<file path="config.mk">
export PLATFORM = sky130hd
export DESIGN_NAME = i2s_capture_controller
export DESIGN_NICKNAME = d
export VERILOG_FILES = /design/src/rtl/i2s_capture_controller.sv
export SDC_FILE = /design/constraint.sdc
export NUM_CORES = 1
export LEC_CHECK = 0
export CAP_MARGIN = 20
export CORE_MARGIN = 10
export CORE_UTILIZATION = 50
export DETAILED_ROUTE_END_ITERATION = 8
export GPL_ROUTABILITY_DRIVEN = 0
export PLACE_DENSITY = 0.9
export SYNTH_ARGS = -nofsm -noshare
export SYNTH_HDL_FRONTEND = slang
export SYNTH_SLANG_ARGS = --single-unit
</file>
<file path="constraint.sdc">
create_clock -name clk -period 2.68 [get_ports clk]
set_input_delay 0.536 -clock clk [delete_from_list [all_inputs] [get_ports clk]]
set_output_delay 0.536 -clock clk [all_outputs]
set_load 0.05 [all_outputs]
</file>
<file path="src/rtl/i2s_capture_controller.sv">
// I2S master sck/ws generator with mic warmup gating and left/right pairing; I2S_WARMUP_EN selects multi-frame warmup.
// Latency: pair_valid one clk after the right-word rx_valid; no backpressure, receiver words are never stalled.
module i2s_capture_controller #(
    parameter int SCK_DIV       = 16,
    parameter int SLOT_BITS     = 32,
    parameter int DATA_WIDTH    = 24,
    parameter int WARMUP_FRAMES = 1024
) (
    input  logic                         clk,
    input  logic                         rst_n,
    input  logic                         enable,
    output logic                         sck,
    output logic                         ws,
    input  logic signed [DATA_WIDTH-1:0] rx_data,
    input  logic                         rx_valid,
    output logic signed [DATA_WIDTH-1:0] left_out,
    output logic signed [DATA_WIDTH-1:0] right_out,
    output logic                         pair_valid,
    output logic                         running,
    output logic                         warm
);
    localparam int DIV_W = (SCK_DIV > 1) ? $clog2(SCK_DIV) : 1;
    localparam int BIT_W = (SLOT_BITS > 1) ? $clog2(2 * SLOT_BITS) : 1;

    typedef enum logic [1:0] {IDLE, WARMUP, RUN, DRAIN} state_t;

    state_t                       state_q, state_d;
    logic [DIV_W-1:0]             div_cnt_q, div_cnt_d;
    logic [BIT_W-1:0]             bit_cnt_q, bit_cnt_d;
    logic                         sck_q, sck_d;
    logic                         ws_q, ws_d;
    logic                         drain_wrap_q, drain_wrap_d;
    logic                         left_have_q, left_have_d;
    logic signed [DATA_WIDTH-1:0] hold_q, hold_d;
    logic signed [DATA_WIDTH-1:0] left_q, left_d;
    logic signed [DATA_WIDTH-1:0] right_q, right_d;
    logic                         pair_vld_q, pair_vld_d;
    logic                         running_q, running_d;
    logic                         warm_q, warm_d;

    logic                         div_wrap;
    logic                         sck_fall;
    logic                         bit_last;
    logic                         frame_wrap;
    logic                         warmup_done;
    logic [BIT_W-1:0]             bit_inc;

`ifdef I2S_WARMUP_EN
    localparam int FRM_W = $clog2(WARMUP_FRAMES + 1);
    logic [FRM_W-1:0] frame_cnt_q, frame_cnt_d;
    assign warmup_done = (frame_cnt_q == FRM_W'(WARMUP_FRAMES - 1));
`else
    localparam int warmup_frames_unused = WARMUP_FRAMES;
    assign warmup_done = 1'b1;
`endif

    assign div_wrap   = (div_cnt_q == DIV_W'(SCK_DIV - 1));
    assign sck_fall   = (state_q != IDLE) && div_wrap && sck_q;
    assign bit_last   = (bit_cnt_q == BIT_W'(2 * SLOT_BITS - 1));
    assign bit_inc    = bit_last ? '0 : bit_cnt_q + BIT_W'(1);
    assign frame_wrap = sck_fall && bit_last;

    always_comb begin
        state_d      = state_q;
        div_cnt_d    = div_cnt_q;
        bit_cnt_d    = bit_cnt_q;
        sck_d        = sck_q;
        ws_d         = ws_q;
        drain_wrap_d = drain_wrap_q;
        left_have_d  = left_have_q;
        hold_d       = hold_q;
        left_d       = left_q;
        right_d      = right_q;
        pair_vld_d   = 1'b0;
        running_d    = running_q;
        warm_d       = warm_q;
`ifdef I2S_WARMUP_EN
        frame_cnt_d  = frame_cnt_q;
        if (state_q == IDLE) begin
            frame_cnt_d = '0;
        end else if (state_q == WARMUP && frame_wrap && frame_cnt_q != FRM_W'(WARMUP_FRAMES)) begin
            frame_cnt_d = frame_cnt_q + FRM_W'(1);
        end
`endif

        if (state_q != IDLE) begin
            div_cnt_d = div_wrap ? '0 : div_cnt_q + DIV_W'(1);
            if (div_wrap) begin
                sck_d = ~sck_q;
            end
            // ws is derived from the post-edge bit count so it only moves with sck falling
            if (sck_fall) begin
                bit_cnt_d = bit_inc;
                ws_d      = (bit_inc >= BIT_W'(SLOT_BITS));
            end
        end

        if ((state_q == RUN || state_q == DRAIN) && rx_valid) begin
            if (ws_q) begin
                hold_d      = rx_data;
                left_have_d = 1'b1;
            end else if (left_have_q) begin
                left_d      = hold_q;
                right_d     = rx_data;
                pair_vld_d  = 1'b1;
                left_have_d = 1'b0;
            end
        end

        case (state_q)
            IDLE: begin
                div_cnt_d = '0;
                bit_cnt_d = '0;
                sck_d     = 1'b0;
                ws_d      = 1'b0;
                if (enable) begin
                    state_d = WARMUP;
                end
            end
            WARMUP, RUN: begin
                if (!enable) begin
                    state_d      = DRAIN;
                    drain_wrap_d = 1'b0;
                end else if (state_q == WARMUP && frame_wrap && warmup_done) begin
                    state_d = RUN;
                end
            end
            DRAIN: begin
                if (frame_wrap) begin
                    drain_wrap_d = 1'b1;
                end
                // two sck periods past the wrap the receiver has shifted out the last right word
                if (sck_fall && drain_wrap_q && bit_inc == BIT_W'(2)) begin
                    state_d     = IDLE;
                    div_cnt_d   = '0;
                    bit_cnt_d   = '0;
                    sck_d       = 1'b0;
                    ws_d        = 1'b0;
                    left_have_d = 1'b0;
                end
            end
            default: state_d = IDLE;
        endcase

        running_d = (state_d != IDLE);
        warm_d    = (state_d == RUN);
    end

    always_ff @(posedge clk or negedge rst_n) begin
        if (!rst_n) begin
            state_q      <= IDLE;
            div_cnt_q    <= '0;
            bit_cnt_q    <= '0;
            sck_q        <= 1'b0;
            ws_q         <= 1'b0;
            drain_wrap_q <= 1'b0;
            left_have_q  <= 1'b0;
            hold_q       <= '0;
            left_q       <= '0;
            right_q      <= '0;
            pair_vld_q   <= 1'b0;
            running_q    <= 1'b0;
            warm_q       <= 1'b0;
`ifdef I2S_WARMUP_EN
            frame_cnt_q  <= '0;
`endif
        end else begin
            state_q      <= state_d;
            div_cnt_q    <= div_cnt_d;
            bit_cnt_q    <= bit_cnt_d;
            sck_q        <= sck_d;
            ws_q         <= ws_d;
            drain_wrap_q <= drain_wrap_d;
            left_have_q  <= left_have_d;
            hold_q       <= hold_d;
            left_q       <= left_d;
            right_q      <= right_d;
            pair_vld_q   <= pair_vld_d;
            running_q    <= running_d;
            warm_q       <= warm_d;
`ifdef I2S_WARMUP_EN
            frame_cnt_q  <= frame_cnt_d;
`endif
        end
    end

    assign sck        = sck_q;
    assign ws         = ws_q;
    assign left_out   = left_q;
    assign right_out  = right_q;
    assign pair_valid = pair_vld_q;
    assign running    = running_q;
    assign warm       = warm_q;

endmodule

</file>
==> impl_metrics.toml <==
[setup_path]
path_buf_inv = 1
crit_path_end_kind = "register"
rr_startpoint = "state_q[0]$_DFF_PN0_"
crit_path_cell_trace = "inv_1 -> ha_1 -> and4b_2 -> and2_4 -> o211ai_1 -> o21ai_2 -> o211ai_1"
cpMostUsedCell = "o211ai_1"
r2r_cells = 7
worst-path-stages = 7
worstPathMaxFanout = 12
required_ns = 2.89
crit_family = "compound AO/OA/AOI/OAI gates"
start_kind = "register"
arrival_ns = 2.65
crit_start = "state_q[0]$_DFF_PN0_"
cp_slowest_cell = "o21ai_2"
max_stage_delay_ns = 0.52
critPathKind = "register to register"

[detailed_routing]
drtPass1Iterations = 4
drc = 0
ant_nets = 0
drt-initial-drc-count = 101
wl_per_cell_um = 17.43
routed_wl_mm = 7.966
via_count = 2438
routed_via_density = 5.335

[grt]
grt-ovfl-total = 0
grt_antenna_before_repair = 0
grt_max_degree = 52
grt_pass1_vias = 2599
grt_use_total_pct = 14.18
grt_pass1_wl_mm = 13.06

[yosys]
syn_area_per_cell_um2 = 14.10
synth-compound-area-share_pct = 6.587
yosysTopAreaCell = "dfrtp_1"
synth_area_leaders = "dfrtp_1 (60%), mux2_2 (21%), ha_1 (2.3%)"
synthAdderAreaFrac_pct = 2.317
synth_edf_count = 0
synth-simple-area-share_pct = 5.197
syn-cell-area_um2 = 3780
ys_seq_area_share_pct = 60.24
synth_top_family_by_area = "multiplexers"
synth_top_cell_area_share_pct = 60.24
yosys_most_used_dff = "dfrtp_1"
synth_async_sr_flop_share_pct = 100.0
synth_seq_cells = 91
yosys.area_share.xor_xnor_pct = 1.622
yosysUniqueCellTypes = 40
synth_nets = 303
yosysWarningCount = 0
synth_cells = 268
synth_mux_area_share_pct = 21.71

[clocking]
insertion_delay_ns = 0.36
postCtsSetupRepairBufs = 0
cts_hold_buf = 0
ctsHtreeMaxLevel = 3
cts_num_sinks = 91
cts_resized = 0
cts.clk_slew.worst_paths_ns = 0.09
cts.path.max_buffers = 2
cts_tree = "built"
numCtsBuffers = 9
cts_root_buf = "clkbuf_8"

[timing]
holdWs_ns = 0.1555
hold_viol_final = 0
finalSetupViolCount = 0
max_freq_mhz = 410.3
finalCritPeriodShare_pct = 90.95
finalClockSkew_ns = 0.01257
post-route-min-period_ns = 2.438
slew_viol_final = 0
tightest_slew_ns = 0.5577
grt_setup_unrepaired = "no"
relSlewSlack_pct = 62.70
final.setup.tns_ns = 0
setup_slack_ns = 0.2425

[placement]
dpl.cell_count = 441
place_ws_ns = 0.2983
port_buffers = 80
hpwl_mm = 5.966
place_area_um2 = 4701

[power]
power_density_nw_per_um2 = 601.7
peakVddDrop_mv = 0.3761
totalPowerFinal_mw = 2.942
p_leak_nw = 2.192

[run]
cap_violations = 0

[floorplanning]
rows = 31
die_h_um = 106.9
die_w_um = 106.9
ios = 81
coreArea_um2 = 7292
dieArea_um2 = 11440
start_util_pct = 51.84

[finish]
drive_gt1_share_pct = 29.05
layout.nets = 388
seq_area_um2 = 2277
syn2layout_area_growth_pct = 29.36
final_cells = 457
utilization_pct = 67.06
stdcell_area_um2 = 4890
fill_cells = 556
diodes = 0
multi_input_area_um2 = 1416

[min_path]
hold_class = "input port to async pin"

[outcome]
outcome = "finished clean"
-- where the power goes --
group / switching [mW] / total (mW) / internal (mW)
clock network: 0.500 / 0.879 / 0.379
registers: 0.0366 / 1.48 / 1.44
logic: 0.362 / 0.582 / 0.221
-- flip-flops by register name, indices dropped and copies added (netlist names) --
register      flops
div_cnt_q         4
sck               1
drain_wrap_q      1
right_out        24
left_have_q       1
running           1
ws                1
state_q           2
warm              1
hold_q           24
pair_valid        1
bit_cnt_q         6
left_out         24
-- final timing paths --
| kind | slack [ns] | end |
|---|---|---|
| max in group asynchronous | 1.88 | left_out[7]$_DFFE_PN0P_ |
| worst max register to register | 0.24 | running$_DFF_PN0_ |
| worst min-delay path | 0.16 | hold_q[14]$_DFFE_PN0P_ |
| worst max-delay path | 0.24 | running$_DFF_PN0_ |
| min in group clk | 0.51 | hold_q[20]$_DFFE_PN0P_ |
| worst min register to register | 0.51 | hold_q[20]$_DFFE_PN0P_ |
-- cells in the final DEF (no fill, tap or decap), drive strengths merged, types with 4 or more instances in the layout --
cell           instances
nand3                  5
nor2b                  4
o21ai                  8
inv                    8
clkdlybuf4s50         79
clkbuf                10
dfrtp                 91
ha                     7
buf                    7
nand2                  7
a21oi                 13
xnor2                  4
nor2                  10
mux2                  72
-- layer usage --
layer | wire, um | up-vias | global-route usage [%]
met3 | 508 | 12 | 4.431
met4 | 168 | 0 | 7.060
li1 | - | 1132 | -
met5 | 0 | - | 0
met1 | 3472 | 1223 | 16.97
met2 | 3816 | 71 | 22.65
-- cell families after synthesis --
kind of cell | count (synthesis)
DFF | 91
xor gates and xnor gates | 7
and+or+nand+nor | 36
buffers and inverters | 16
muxes | 73
AOI/OAI and AO/OA | 38
adders and majority gates | 7
-- final cells by class --
| class | count | share of cell area [%] |
|---|---|---|
| flip-flops and latches | 91 | 46.57 |
| clock buffers | 10 | 2.815 |
| repair buffers | 86 | 17.76 |
| inverters | 4 | 0.3071 |
| well taps | 99 | 2.533 |
| clock inverters | 6 | 1.049 |
| multi-input cells | 161 | 28.97 |
-- cells in the mapped netlist (3+ instances only) --
cell and instances:
dfrtp_1 91, xor2_1 3, o211ai_1 3, buf_2 7
a21oi_1 13, nor2b_1 4, nor2_1 9, ha_1 7
and3_1 3, mux2_2 72, nand3_1 4, xnor2_1 4
o21ai_0 7, nand2_1 7, inv_1 3
Power figures use the tool's default switching activity.
